### src/rtl/demux_route_ctrl.sv
// Sequencer for the 1-to-3 routing demux: splits one valid/ready word stream into three
// back-to-back segments of programmed length and drives select, strobes and addresses.
module demux_route_ctrl #(
    parameter int unsigned DATA_W = 16,
    parameter int unsigned ADDR_W = 10
) (
    input  logic              clk,
    input  logic              reset,
    input  logic              start,
    input  logic              abort,
    input  logic [ADDR_W-1:0] len0,
    input  logic [ADDR_W-1:0] len1,
    input  logic [ADDR_W-1:0] len2,
    input  logic [DATA_W-1:0] in_data,
    input  logic              in_valid,
    output logic              in_ready,
    output logic [1:0]        sel,
    output logic [DATA_W-1:0] data_out,
    output logic [2:0]        wr_en,
    output logic [ADDR_W-1:0] wr_addr,
    output logic              busy,
    output logic              done
);

    typedef enum logic [2:0] {
        IDLE = 3'd0,
        SEG0 = 3'd1,
        SEG1 = 3'd2,
        SEG2 = 3'd3,
        FIN  = 3'd4
    } state_t;

    state_t            state;
    logic [ADDR_W-1:0] lat0, lat1, lat2;
    logic [ADDR_W-1:0] cnt;
    logic [ADDR_W-1:0] cur_len;
    logic [1:0]        seg;
    logic              in_seg;
    logic              accept;
    logic              last;

    // First segment at index k or later with a nonzero length, else FIN
    function automatic state_t seg_from(input logic [1:0] k, input logic [ADDR_W-1:0] a,
                                        input logic [ADDR_W-1:0] b, input logic [ADDR_W-1:0] c);
        if (k == 2'd0 && a != '0) return SEG0;
        if (k <= 2'd1 && b != '0) return SEG1;
        if (k <= 2'd2 && c != '0) return SEG2;
        return FIN;
    endfunction

    always_comb begin
        in_seg  = 1'b0;
        seg     = 2'd0;
        cur_len = lat0;
        case (state)
            SEG0: begin in_seg = 1'b1; seg = 2'd0; cur_len = lat0; end
            SEG1: begin in_seg = 1'b1; seg = 2'd1; cur_len = lat1; end
            SEG2: begin in_seg = 1'b1; seg = 2'd2; cur_len = lat2; end
            default: ;
        endcase
    end

    assign in_ready = in_seg && !abort;
    assign accept   = in_valid && in_ready;
    assign last     = (cnt == cur_len - ADDR_W'(1));

    always_ff @(posedge clk or posedge reset) begin
        if (reset) begin
            state    <= IDLE;
            lat0     <= '0;
            lat1     <= '0;
            lat2     <= '0;
            cnt      <= '0;
            sel      <= 2'd3;
            data_out <= '0;
            wr_en    <= '0;
            wr_addr  <= '0;
            busy     <= 1'b0;
            done     <= 1'b0;
        end else begin
            wr_en <= '0;
            done  <= 1'b0;
            // Accepted word appears on the demux one cycle later
            if (accept) begin
                wr_en    <= 3'b001 << seg;
                sel      <= seg;
                data_out <= in_data;
                wr_addr  <= cnt;
            end
            case (state)
                IDLE: begin
                    sel <= 2'd3;
                    if (start && !abort) begin
                        lat0  <= len0;
                        lat1  <= len1;
                        lat2  <= len2;
                        busy  <= 1'b1;
                        state <= seg_from(2'd0, len0, len1, len2);
                    end
                end
                SEG0, SEG1, SEG2: begin
                    if (abort) begin
                        cnt   <= '0;
                        busy  <= 1'b0;
                        sel   <= 2'd3;
                        state <= IDLE;
                    end else if (accept) begin
                        if (last) begin
                            cnt   <= '0;
                            state <= seg_from(2'(seg + 2'd1), lat0, lat1, lat2);
                        end else begin
                            cnt <= cnt + ADDR_W'(1);
                        end
                    end
                end
                FIN: begin
                    done  <= 1'b1;
                    busy  <= 1'b0;
                    sel   <= 2'd3;
                    state <= IDLE;
                end
                default: state <= IDLE;
            endcase
        end
    end

endmodule
### config.mk
export PLATFORM = sky130hd
export DESIGN_NAME = demux_route_ctrl
export DESIGN_NICKNAME = d
export VERILOG_FILES = /design/src/rtl/demux_route_ctrl.sv
export SDC_FILE = /design/constraint.sdc
export NUM_CORES = 1
export LEC_CHECK = 0
export BUFFER_PORTS_ARGS = -buffer_cell sky130_fd_sc_hd__buf_2
export CAP_MARGIN = 30
export CORE_MARGIN = 5
export CORE_UTILIZATION = 29
export DETAILED_ROUTE_END_ITERATION = 8
export PLACE_DENSITY_LB_ADDON = 0.2
export SYNTH_ARGS = -nofsm -noshare
export SYNTH_HDL_FRONTEND = slang
export SYNTH_SLANG_ARGS = --single-unit
### constraint.sdc
create_clock -name clk -period 5.4 [get_ports clk]
set_input_delay 1.35 -clock clk [delete_from_list [all_inputs] [get_ports clk]]
set_output_delay 1.35 -clock clk [all_outputs]
set_load 0.005 [all_outputs]
==> results of run 1 <==
layout make-up:
type                       count  area, um^2
multi-input combinational    325        2069
tap                          180       225.2
fill                        1435        8877
sequential                    76        1904
timing repair buffer          91       470.5
inverter                      11       42.54
clock inverter                 6       66.31
clock buffer                   9       225.2
cells in the final DEF (no fill, tap or decap), types with 8 or more instances in the layout:
| cell type | Yosys | layout |
|---|---|---|
| buf_2 | 3 | 85 |
| dfrtp_1 | 74 | 74 |
| nand2_1 | 102 | 102 |
| clkbuf_16 | 0 | 9 |
| mux2_2 | 35 | 35 |
| nor2_1 | 20 | 20 |
| inv_1 | 11 | 10 |
| nand3_1 | 13 | 13 |
| nor3_1 | 8 | 8 |
| xnor2_1 | 10 | 10 |
| nor4_1 | 13 | 12 |
| o21ai_0 | 18 | 18 |
worst max-delay path: cells and delay by family, from the launching register on:
| family | cells | cell delay, ps |
|---|---|---|
| compound gates | 5 | 1050 |
| xor+xnor | 1 | 110 |
| simple gates | 5 | 1120 |
| buf+inv | 2 | 350 |
| fa+ha+maj | 2 | 920 |
| flops | 1 | 540 |
| mux | 1 | 300 |
through the flow:
step	util [%]	hold slack, ps	setup WS (ps)	power (mW)	std cells
2_1_floorplan	-	469.7	1271	1.862	433
6_report	36.05	464.5	886.3	2.841	698
3_3_place_gp	33.91	453.7	991.7	2.240	682
4_1_cts	36.05	471.9	844.9	2.876	698
3_5_place_dp	33.95	457.1	891.1	2.269	683
5_1_grt	36.05	484.9	433.1	3.074	698
cell families (layout without fill, tap and decap cells):
group           Yosys count  in the layout
xor+xnor                 13             13
mux                      43             43
buf+inv                  32            117
simple gates            196            196
flops                    76             76
compound gates           66             66
fa+ha+maj                 7              7
power by group:
group	total, mW	switching, mW	internal, mW
combinational	1.28	0.711	0.566
sequential	0.971	0.190	0.781
clock	0.592	0.238	0.355
final timing paths:
kind	endpoint	depth (start not counted)	slack (ps)
max in group asynchronous	lat0[9]	3	3390
hold / removal	wr_addr[6]	2	460
setup reg to reg	state[0]	16	890
min in group asynchronous	data_out[10]	2	1050
hold reg to reg	wr_addr[6]	2	460
setup / recovery	state[0]	16	890
per-layer routing:
metal | global-route usage [%] | share of wire [%] | vias up
met3 | 3.902 | 6.4 | 24
met2 | 19.02 | 41 | 92
li1 | - | - | 1698
met5 | 0 | 0 | -
met4 | 6.794 | 3.2 | 0
met1 | 19.58 | 49 | 1599
flip-flops by register name (all words and copies together) (netlist names), 2 cells and up:
signal and count:
wr_addr 10, data_out 16, lat2 10, cnt 10, lat0 10, state 3, wr_en 3, lat1 10
sel 2
==> results.json, run 1 <==
{
  "vdd_ir_drop_max_uv": 199.2,
  "ys_seq_elements": 76,
  "finalClockSkew_ps": 6.585,
  "portBuffers": 84,
  "r2r-start": "state[2]",
  "core.rowCount": 43,
  "die_area_mm2": 0.01660,
  "clk_latency_ps": 340,
  "via_per_inst": 4.890,
  "setup_viol": 0,
  "crit_type": "reg -> reg",
  "cts_resized": 0,
  "syn_area_per_cell_um2": 9.458,
  "path_cells": "nor2b_1 -> nor2b_1 -> inv_1 -> ha_1 -> or3b_1 -> nor2_1 -> a21oi_1 -> ha_1 -> o211ai_1 -> nor4b_1 -> xnor2_1 -> a2111oi_0 -> o21ai_0 -> buf_4 -> o31a_1 -> mux2_4",
  "drive_gt1_share_pct": 29.54,
  "cp-end-kind": "flop",
  "period_share_pct": 83.59,
  "tns_ps": 0,
  "clkSlewWorstSetupHoldPaths_ps": 60,
  "fmax_ghz": 0.2215,
  "die_x_um": 128.8,
  "cp_max_fo": 21,
  "fin_crit_ps": 4514,
  "ys_top_cells_by_area": "dfrtp_1 45%, mux2_2 9.6%, nand2_1 9.3%",
  "drt_pass1_iterations": 4,
  "synth_compound_area_share_pct": 11.21,
  "die-height_um": 128.8,
  "tightestPinTransition_ps": 828.3,
  "ys.flop_type": "dfrtp_1",
  "synth_fa_ha_area_share_pct": 2.139,
  "synth_top_area_cell": "dfrtp_1",
  "wire_per_inst_um": 15.73,
  "synth_xor_area_share_pct": 2.780,
  "drt_iter0_markers": 261,
  "crit_path_start_kind": "flop",
  "num_vias": 3413,
  "synth_most_common_cell": "nand2_1",
  "first_global_vias": 3490,
  "async_reset_ff_share_pct": 100.0,
  "synth-seq-area-share_pct": 46.50,
  "place_hpwl_um": 8349,
  "area_growth_pct": 22.18,
  "synth_top_family_by_area": "simple AND/OR/NAND/NOR gates",
  "cts_root_buf": "clkbuf_16",
  "max-cap-violations": 0,
  "synth_cell_types": 54,
  "place_area_mm2": 0.004712,
  "antenna_found_initial": 0,
  "drc": 0,
  "syn-cell-area_mm2": 0.004095,
  "cp_data_required_time_ps": 5620,
  "synth_top_area_share_pct": 45.22,
  "fin_area_mm2": 0.005004,
  "grtUsageTotal_pct": 13.76,
  "final_nets": 572,
  "p_leak_nw": 2.305,
  "cts_tree": "done",
  "crit_slowest_cell": "ha_1",
  "run_status": "finished, final reports clean",
  "drt_wl_total_um": 10980,
  "synthTopCellsByCount": "102 x nand2_1, 74 x dfrtp_1, 35 x mux2_2",
  "core_mm2": 0.01388,
  "cts_hold_buf": 0,
  "drtAntennaViolNets": 0,
  "yosys_warnings": 0,
  "cp.arrival_ps": 4740,
  "grt_start_max_net_pins": 43,
  "clk_path_buf_depth": 2,
  "overflow": 0,
  "cts_buffers": 9,
  "start_util_pct": 29.50,
  "slew_headroom_pct": 44.32,
  "place_congestion": 0.8429,
  "cp_slowest_stage_delay_ps": 580,
  "n_antenna_cell": 0,
  "cts_setup_buffers": 0,
  "yosys.area_share.simple_pct": 22.55,
  "synth_fp_nets": 491,
  "finalHoldViolCount": 0,
  "timing.critical_path.from": "state[2]",
  "grt_setup_unrepaired": "false",
  "hold_path_class": "reg -> reg",
  "ios": 85,
  "grt_pass1_wl_um": 17900,
  "synth_mux_area_share_pct": 11.70,
  "synth-edff-count": 0,
  "htreeDepth": 3,
  "finalMaxSlewViolations": 0,
  "synthCells": 433,
  "hold_path_startpoint": "wr_addr[6]",
  "cts_sinks": 76,
  "powerDensity_mw_per_mm2": 567.7
}
No activity file was read; power rests on OpenSTA's default activity.
==> inputs of run 2 (changes only) <==
--- a/config.mk
+++ b/config.mk
@@ -5,6 +5,7 @@
 export SDC_FILE = /design/constraint.sdc
 export NUM_CORES = 1
 export LEC_CHECK = 0
+export ABC_AREA = 1
 export BUFFER_PORTS_ARGS = -buffer_cell sky130_fd_sc_hd__buf_2
 export CAP_MARGIN = 30
 export CORE_MARGIN = 5
==> constraint.sdc (replaced) <==
create_clock -name clk -period 3.86 [get_ports clk]
set_input_delay 0.965 -clock clk [delete_from_list [all_inputs] [get_ports clk]]
set_output_delay 0.965 -clock clk [all_outputs]
set_load 0.005 [all_outputs]
==> results.json, run 2 <==
{
  "dp.cells": 783,
  "synthTopCellsByCount": "158 x nand2_1, 74 x dfrtp_1, 57 x inv_1",
  "fin_area_mm2": 0.005079,
  "core.rowCount": 43,
  "grtUsageMet3_pct": 3.627,
  "fin_crit_ps": 3319,
  "drt_pass1_iterations": 7,
  "hold_path_class": "reg -> reg",
  "met2_usage_pct": 23.41,
  "clk_path_buf_depth": 2,
  "synth_top_area_share_pct": 44.92,
  "cp.arrival_ps": 3540,
  "r2r_cells": 20,
  "tns_ps": 0,
  "powerDensity_mw_per_mm2": 746.6,
  "slew_headroom_pct": 34.99,
  "synth_compound_area_share_pct": 7.618,
  "fmax_ghz": 0.3013,
  "synth_most_common_cell": "nand2_1",
  "finalNonFillerCells": 799,
  "finalHoldViolCount": 0,
  "synth_cell_types": 34,
  "place_hpwl_um": 8964,
  "r2r_end": "cnt[7]",
  "finalClockSkew_ps": 5.353,
  "async_reset_ff_share_pct": 100.0,
  "largest_reg_flops": 16,
  "die_area_mm2": 0.01670,
  "via_per_inst": 4.668,
  "grt_setup_unrepaired": "false",
  "hold_path_end": "data_out[1]",
  "synth_xor_area_share_pct": 0.7587,
  "period_share_pct": 86.00,
  "grt_pass1_wl_um": 19540,
  "cts_sinks": 76,
  "crit_path_start_kind": "flop",
  "wire_per_inst_um": 14.65,
  "hold_depth": 2,
  "clkSlewWorstSetupHoldPaths_ps": 60,
  "busiest_layer": "met2",
  "cp_max_fo": 14,
  "num_vias": 3730,
  "place_area_mm2": 0.004776,
  "die_x_um": 129.2,
  "synth_top_family_by_area": "simple AND/OR/NAND/NOR gates",
  "final_nets": 672,
  "synth-seq-area-share_pct": 46.19,
  "synth_fp_nets": 584,
  "syn-cell-area_mm2": 0.004123,
  "hold_path_startpoint": "data_out[1]",
  "cp_data_required_time_ps": 4080,
  "cts_tree": "done",
  "vdd_ir_drop_max_uv": 259.4,
  "drive_gt1_share_pct": 25.04,
  "overflow": 0,
  "cts_hold_buf": 0,
  "crit_type": "reg -> reg",
  "ios": 85,
  "synth-edff-count": 0,
  "run_status": "finished, final reports clean",
  "finalMaxSlewViolations": 0,
  "tightestPinTransition_ps": 966.2,
  "cts_root_buf": "clkbuf_16",
  "antenna_found_initial": 0,
  "syn_area_per_cell_um2": 7.838,
  "htreeDepth": 3,
  "start_util_pct": 29.59,
  "portBuffers": 84,
  "drc": 0,
  "mostFrequentLayoutCells": "158 x nand2_1, 84 x buf_2, 74 x dfrtp_1",
  "die-height_um": 129.2,
  "cts_buffers": 9,
  "synth_fa_ha_area_share_pct": 2.124,
  "yosys_warnings": 0,
  "drtAntennaViolNets": 0,
  "grt_start_max_net_pins": 50,
  "largest_register": "data_out",
  "synthCells": 526,
  "layout_commonest_cell": "nand2_1",
  "n_antenna_cell": 0,
  "core_mm2": 0.01393,
  "place_congestion": 0.8516,
  "use_met1_pct": 19.99,
  "cts_setup_buffers": 0,
  "p_leak_nw": 2.622,
  "finalHoldWorstSlack_ps": 475.8,
  "synth_top_area_cell": "dfrtp_1",
  "drt_iter0_markers": 282,
  "cts_resized": 0,
  "clk_latency_ps": 350,
  "ys_top_cells_by_area": "dfrtp_1 45%, nand2_1 14%, inv_1 5.2%",
  "reg2reg_slack_ps": 540,
  "area_growth_pct": 23.19,
  "grtUsageTotal_pct": 14.86,
  "ys.flop_type": "dfrtp_1",
  "cp-end-kind": "flop",
  "ys_seq_elements": 76,
  "drt_wl_total_um": 11700,
  "yosys.area_share.simple_pct": 33.26,
  "setup_viol": 0,
  "r2r-start": "state[2]",
  "max-cap-violations": 0,
  "synth_mux_area_share_pct": 3.005,
  "first_global_vias": 3906
}
## run 2: cells by family (layout without fill, tap and decap cells)
logic type | after synthesis | after routing
AND/OR/NAND/NOR | 297 | 297
flip-flops | 76 | 76
buffers and inverters | 75 | 168
AO/OA/AOI/OAI | 58 | 58
multiplexers | 11 | 11
adder cells (fa/ha/maj) | 7 | 7
XOR/XNOR | 2 | 2
## run 2: layer usage
layer	vias up	routed length (um)
li1	1874	-
met1	1767	5631
met2	79	5423
met3	10	495
met4	0	153
met5	-	0
## run 2: final cells by class
class,instances,area [um^2]
well taps,180,225.2
multi-input cells,375,1928
repair buffers,92,493.0
inverters,60,225.2
flip-flops and latches,76,1904
clock inverters,6,63.81
fillers,1477,8856
clock buffers,10,239.0
## run 2: critical path, stage by stage, from the launching register on
cell	delay, ps
dfrtp_1	510
nor2_4	110
nand2_1	140
ha_1	400
inv_2	130
buf_4	220
nand3_2	90
nand2_2	60
nor2_4	120
ha_1	210
nand4_1	150
nor2_1	220
nand2_1	80
nand2_1	70
nand2_1	50
inv_1	50
nand3_1	70
nor2_2	140
nand2_2	170
nand3_1	130
o21ai_0	80
## run 2: worst max-delay path by stage
stage | start | end | slack, ps | cells after the start
3_5_place_dp | state[2] | cnt[7] | 580 | 20
5_1_grt | state[2] | state[1] | 210 | 21
2_1_floorplan | state[2] | state[1] | 950 | 21
6_report | state[2] | cnt[7] | 540 | 20
4_1_cts | state[2] | cnt[7] | 570 | 20
3_3_place_gp | state[2] | state[0] | 680 | 21
## run 2: stage by stage
stage | worst slack (ps) | total power, mW | utilization (%)
2_1_floorplan | 950.6 | 2.410 | -
3_3_place_gp | 684.2 | 2.932 | 34.27
3_5_place_dp | 576.6 | 2.946 | 34.27
4_1_cts | 571.4 | 3.831 | 36.45
5_1_grt | 212.3 | 4.121 | 36.45
6_report | 540.6 | 3.792 | 36.45
## run 2: power breakdown
group / switching, mW / total (mW) / internal [mW]
clock network: 0.340 / 0.857 / 0.517
registers: 0.240 / 1.33 / 1.09
logic: 0.995 / 1.60 / 0.608
